`config.mk`:
```
export PLATFORM = sky130hd
export DESIGN_NAME = acc_cpu_sequencer
export DESIGN_NICKNAME = d
export VERILOG_FILES = /design/src/rtl/acc_cpu_sequencer.sv
export SDC_FILE = /design/constraint.sdc
export NUM_CORES = 1
export LEC_CHECK = 0
export ABC_AREA = 1
export CAP_MARGIN = 20
export CORE_ASPECT_RATIO = 0.6
export CORE_UTILIZATION = 47
export DETAILED_ROUTE_END_ITERATION = 10
export PLACE_DENSITY = 0.86
export SETUP_SLACK_MARGIN = 0.3
export SLEW_MARGIN = 10
export SYNTH_ARGS = -nofsm -noshare
export SYNTH_HDL_FRONTEND = slang
export SYNTH_SLANG_ARGS = --single-unit
export TNS_END_PERCENT = 5
```
`constraint.sdc`:
```
create_clock -name clk -period 2.25 [get_ports clk]
set_clock_uncertainty 0.15 [all_clocks]
set_input_delay 0.3375 -clock clk [delete_from_list [all_inputs] [get_ports clk]]
set_output_delay 0.3375 -clock clk [all_outputs]
set_load 0.01 [all_outputs]
```
`src/rtl/acc_cpu_sequencer.sv`:
```
// Multi-cycle fetch/decode/execute controller for the 8-bit accumulator datapath.
// Owns pc and ir; every strobe and mem_addr is decoded combinationally from state and registers.
module acc_cpu_sequencer #(
    parameter logic [7:0] RESET_PC        = 8'h00,
    parameter bit         HALT_ON_ILLEGAL = 1'b0
) (
    input  logic       clk,
    input  logic       reset,
    input  logic       run,
    input  logic [7:0] mem_rdata,
    input  logic [7:0] acc_value,
    output logic [7:0] mem_addr,
    output logic       mem_we,
    output logic       acc_load,
    output logic       acc_increment,
    output logic [3:0] alu_op,
    output logic [7:0] pc,
    output logic [7:0] ir,
    output logic       instr_done,
    output logic       halted
);
    // state   | meaning
    // FETCH   | pc on mem_addr; advance only when run is high
    // DECODE  | opcode byte on mem_rdata; 1-byte instructions finish here
    // OPERAND | operand byte on mem_rdata; jumps and STA finish here
    // EXEC    | memory operand on mem_rdata; accumulator loads
    // HALT    | stopped until reset
    typedef enum logic [2:0] {
        S_FETCH,
        S_DECODE,
        S_OPERAND,
        S_EXEC,
        S_HALT
    } state_t;

    localparam logic [3:0] OP_NOP = 4'h0;
    localparam logic [3:0] OP_LDA = 4'h1;
    localparam logic [3:0] OP_STA = 4'h2;
    localparam logic [3:0] OP_INC = 4'h8;
    localparam logic [3:0] OP_JMP = 4'h9;
    localparam logic [3:0] OP_JZ  = 4'hA;
    localparam logic [3:0] OP_JNZ = 4'hB;
    localparam logic [3:0] OP_HLT = 4'hF;
    localparam logic [3:0] ALU_PASS_B = 4'd5;

    state_t     state, state_next;
    logic [7:0] pc_next, ir_next;

    always_ff @(posedge clk) begin
        if (reset) begin
            state <= S_FETCH;
            pc    <= RESET_PC;
            ir    <= 8'h00;
        end else begin
            state <= state_next;
            pc    <= pc_next;
            ir    <= ir_next;
        end
    end

    always_comb begin
        state_next    = state;
        pc_next       = pc;
        ir_next       = ir;
        mem_addr      = pc;
        mem_we        = 1'b0;
        acc_load      = 1'b0;
        acc_increment = 1'b0;
        alu_op        = 4'd0;
        instr_done    = 1'b0;
        halted        = 1'b0;

        // Reset masks every strobe so an aborted instruction cannot write or load.
        if (reset) begin
            mem_addr = RESET_PC;
        end else begin
            case (state)
                S_FETCH: begin
                    if (run) begin
                        pc_next    = pc + 8'd1;
                        state_next = S_DECODE;
                    end
                end
                S_DECODE: begin
                    ir_next = mem_rdata;
                    case (mem_rdata[7:4])
                        OP_NOP: begin
                            instr_done = 1'b1;
                            state_next = S_FETCH;
                        end
                        OP_INC: begin
                            acc_increment = 1'b1;
                            instr_done    = 1'b1;
                            state_next    = S_FETCH;
                        end
                        OP_HLT: begin
                            instr_done = 1'b1;
                            state_next = S_HALT;
                        end
                        4'hC, 4'hD, 4'hE: begin
                            instr_done = 1'b1;
                            state_next = HALT_ON_ILLEGAL ? S_HALT : S_FETCH;
                        end
                        default: begin
                            pc_next    = pc + 8'd1;
                            state_next = S_OPERAND;
                        end
                    endcase
                end
                S_OPERAND: begin
                    case (ir[7:4])
                        OP_JMP, OP_JZ, OP_JNZ: begin
                            if ((ir[7:4] == OP_JMP) ||
                                (ir[7:4] == OP_JZ  && acc_value == 8'h00) ||
                                (ir[7:4] == OP_JNZ && acc_value != 8'h00))
                                pc_next = mem_rdata;
                            instr_done = 1'b1;
                            state_next = S_FETCH;
                        end
                        OP_STA: begin
                            mem_addr   = mem_rdata;
                            mem_we     = 1'b1;
                            instr_done = 1'b1;
                            state_next = S_FETCH;
                        end
                        default: begin
                            mem_addr   = mem_rdata;
                            state_next = S_EXEC;
                        end
                    endcase
                end
                S_EXEC: begin
                    acc_load = 1'b1;
                    // ADD..XOR opcodes 3..7 map onto ALU ops 0..4.
                    alu_op     = (ir[7:4] == OP_LDA) ? ALU_PASS_B : (ir[7:4] - 4'd3);
                    instr_done = 1'b1;
                    state_next = S_FETCH;
                end
                S_HALT: begin
                    halted = 1'b1;
                end
                default: begin
                    state_next = S_FETCH;
                end
            endcase
        end
    end

endmodule

```
==> qor.txt <==
worst-case clock buffer depth -> 2
drt pass-1 iters -> 8
Mapped Area -> 1350 um2
Leak Pwr -> 1.01 nW
WHS Path Cells -> 2
Final Cell Area -> 2100 um2
Unique masters post-synth -> 29
first-pass GRT wire length -> 6.76 mm
WL final -> 4.28 mm
VDD IR max -> 0.639 mV
Crit. End Element -> primary output
Max-Cap Viols -> 0
DRT antenna net count -> 0
worst hold path type -> reg -> reg
Tmin final -> 2.16 ns
Cell Rows -> 14
syn_nets -> 246
DRT iter0 DRCs -> 156
I/O pin total -> 52
largest net degree at the start of global routing -> 13
layout cells sized above 1 -> 17.1%
vias in the first global route -> 1434
status -> finished with violations
via count -> 1689
CP max FO -> 3
ys flop type -> dfxtp_1
Hold Violations, Final -> 0
core area -> 2610 um2
residual DRC count -> 3
initial antenna violation count -> 0
cell count after placement -> 326
Final Max Slew Viols -> 0
Critical Path RT -> 1.76 ns
clk sinks -> 19
Num CTS Buffers -> 3
# fillers -> 202
Power Dens Cells -> 735 nW/um2
met2 Usage GRT -> 46.0%
Synth Instances -> 226
sequential share of the synthesized area -> 28.3%
FF+latch count, synth -> 19
final worst-path cycle share -> 96.0%
vias per cell -> 5.10
worst-margin pin slew -> 0.328 ns
Slew HR -> 77.9%
Placer Congestion -> 0.936
fraction of registers with async set or reset after synthesis -> 0%
post-layout util -> 80.4%
Post-synth EDFFs -> 0
global-route usage over all layers -> 28.6%
H-tree levels -> 1
Final setup viols -> 0
met3 usage -> 5.58%
Initial Utilization -> 51.6%
Data arrival, critical path -> 1.67 ns
R2R cell count -> 10
IO Port Bufs -> 51
YS warnings -> 0
WL per Instance -> 12.9 um
diode count -> 0
Pwr Total -> 1.54 mW
unrepaired setup endpoints after global routing -> yes
Area growth, synth to finish -> 55.9%
setup TNS -> 0 ns
gr ovfl total -> 0
fmax -> 463 MHz
CTS hold repair buffers -> 0
Startpoint Class -> input pin
height of the die -> 43.5 um
failing checks -> DRC
Worst-path clk slew -> 0.07 ns
Final HPWL DP -> 3.21 mm
Layout Cells excl Fill -> 331
area used by multi-input combinational logic -> 836 um2
Avg Inst Size Synth -> 5.96 um2
type of the worst setup path -> in -> out
CTS tree -> done
GRT Max-Usage Layer -> met2
Root Driver -> clkbuf_8
DP Area -> 2030 um2
die width -> 71.1 um
Storage cell area -> 387 um2
Final nets -> 320
Die Area -> 3090 um2
Clk Latency, worst-skew pair -> 0.26 ns
met1 Resource Use GR -> 41.4%
[Yosys cell counts, drive strengths merged, types with 2 or more instances]
library cell  count  area share [%]
a21oi            26              10
nand3b            2             1.1
nor2             40              12
inv              27             7.5
nor3              3             2.0
dfxtp            19              28
nand3            18             7.4
buf               5             2.4
o21ai            18             6.7
nand2            59              18
o31ai             2             1.1
[report_power, final]
| group | internal (mW) | leakage (nW) | switching (mW) |
|---|---|---|---|
| clock | 0.126 | 0.0228 | 0.117 |
| sequential | 0.412 | 0.158 | 0.0836 |
| combinational | 0.375 | 0.833 | 0.430 |
[worst paths after layout]
check / startpoint / endpoint / slack, ns
worst max-delay path: mem_rdata[6] / acc_increment / 0.09
worst min-delay path: ir[2] / ir[2] / 0.32
worst max register to register: state[1] / pc[3] / 0.45
worst min register to register: ir[2] / ir[2] / 0.32
[repair_timing]
item,4_1_cts,5_1_grt
setup buffers,1,0
setup endpoints to repair,17,17
pin swaps,1,1
cloned,0,0
gates resized for setup,18,15
[final cells by class]
| type | count | area share (%) |
|---|---|---|
| clock buffer | 4 | 2.15 |
| sequential | 19 | 18.4 |
| multi-input combinational | 173 | 39.8 |
| tap | 32 | 1.91 |
| timing repair buffer | 75 | 32.5 |
| inverter | 28 | 5.24 |
[cell usage in the layout, fill, tap and decap left out]
cell and instances:
nand2_1 54, nor2_1 38, clkdlybuf4s50_1 36, buf_4 24, inv_1 23, a21oi_1 22
nand3_1 16, dfxtp_1 16, o21ai_0 14, dlygate4sd2_1 9, inv_2 4, nand2_2 4
o21ai_1 4, a21oi_2 4, clkbuf_8 3, dlymetal6s2s_1 3, o31ai_1 2, nand3_2 2
nor3_1 2, nand3b_1 2, dfxtp_2 2, clkdlybuf4s15_1 2, nor3_4 1, a211oi_1 1
nor2_2 1, o22ai_1 1, nor4_2 1, clkinv_4 1, nor2_4 1, nand2_4 1
or3_1 1, ha_1 1, clkbuf_1 1, clkbuf_2 1, dfxtp_4 1
[logic make-up (layout without fill, tap and decap cells)]
logic type | count (synthesis) | in the layout | synth area share (%)
fa+ha+maj | 1 | 1 | 0.929
compound gates | 48 | 48 | 19.1
buf+inv | 34 | 107 | 10.9
simple gates | 124 | 124 | 40.9
flops | 19 | 19 | 28.3
[critical path, stage by stage]
cell and delay [ns]:
clkdlybuf4s50_1 0.46, inv_1 0.12, nand3_1 0.12, buf_4 0.16, nor4_2 0.17, dlygate4sd2_1 0.30
[state kept, by name, indices dropped and copies added, names as in the netlist]
register  cells
pc            8
ir            8
state         3
[through the flow]
stage	setup slack (ns)	hold WS, ns
after global routing	0.00239	0.339
after CTS	0.0249	0.321
after global placement	-0.147	0.300
after detailed placement	-0.231	0.310
final	0.0910	0.317
after floorplan	0.477	0.330
[metal layers]
layer  vias to the layer above  routed length [um]
met5                         -                   0
met4                         0                  28
met3                         4                 360
met2                        72                1880
met1                       730                2010
li1                        883                   -
Note: power is estimated with default switching activity, not from simulation.
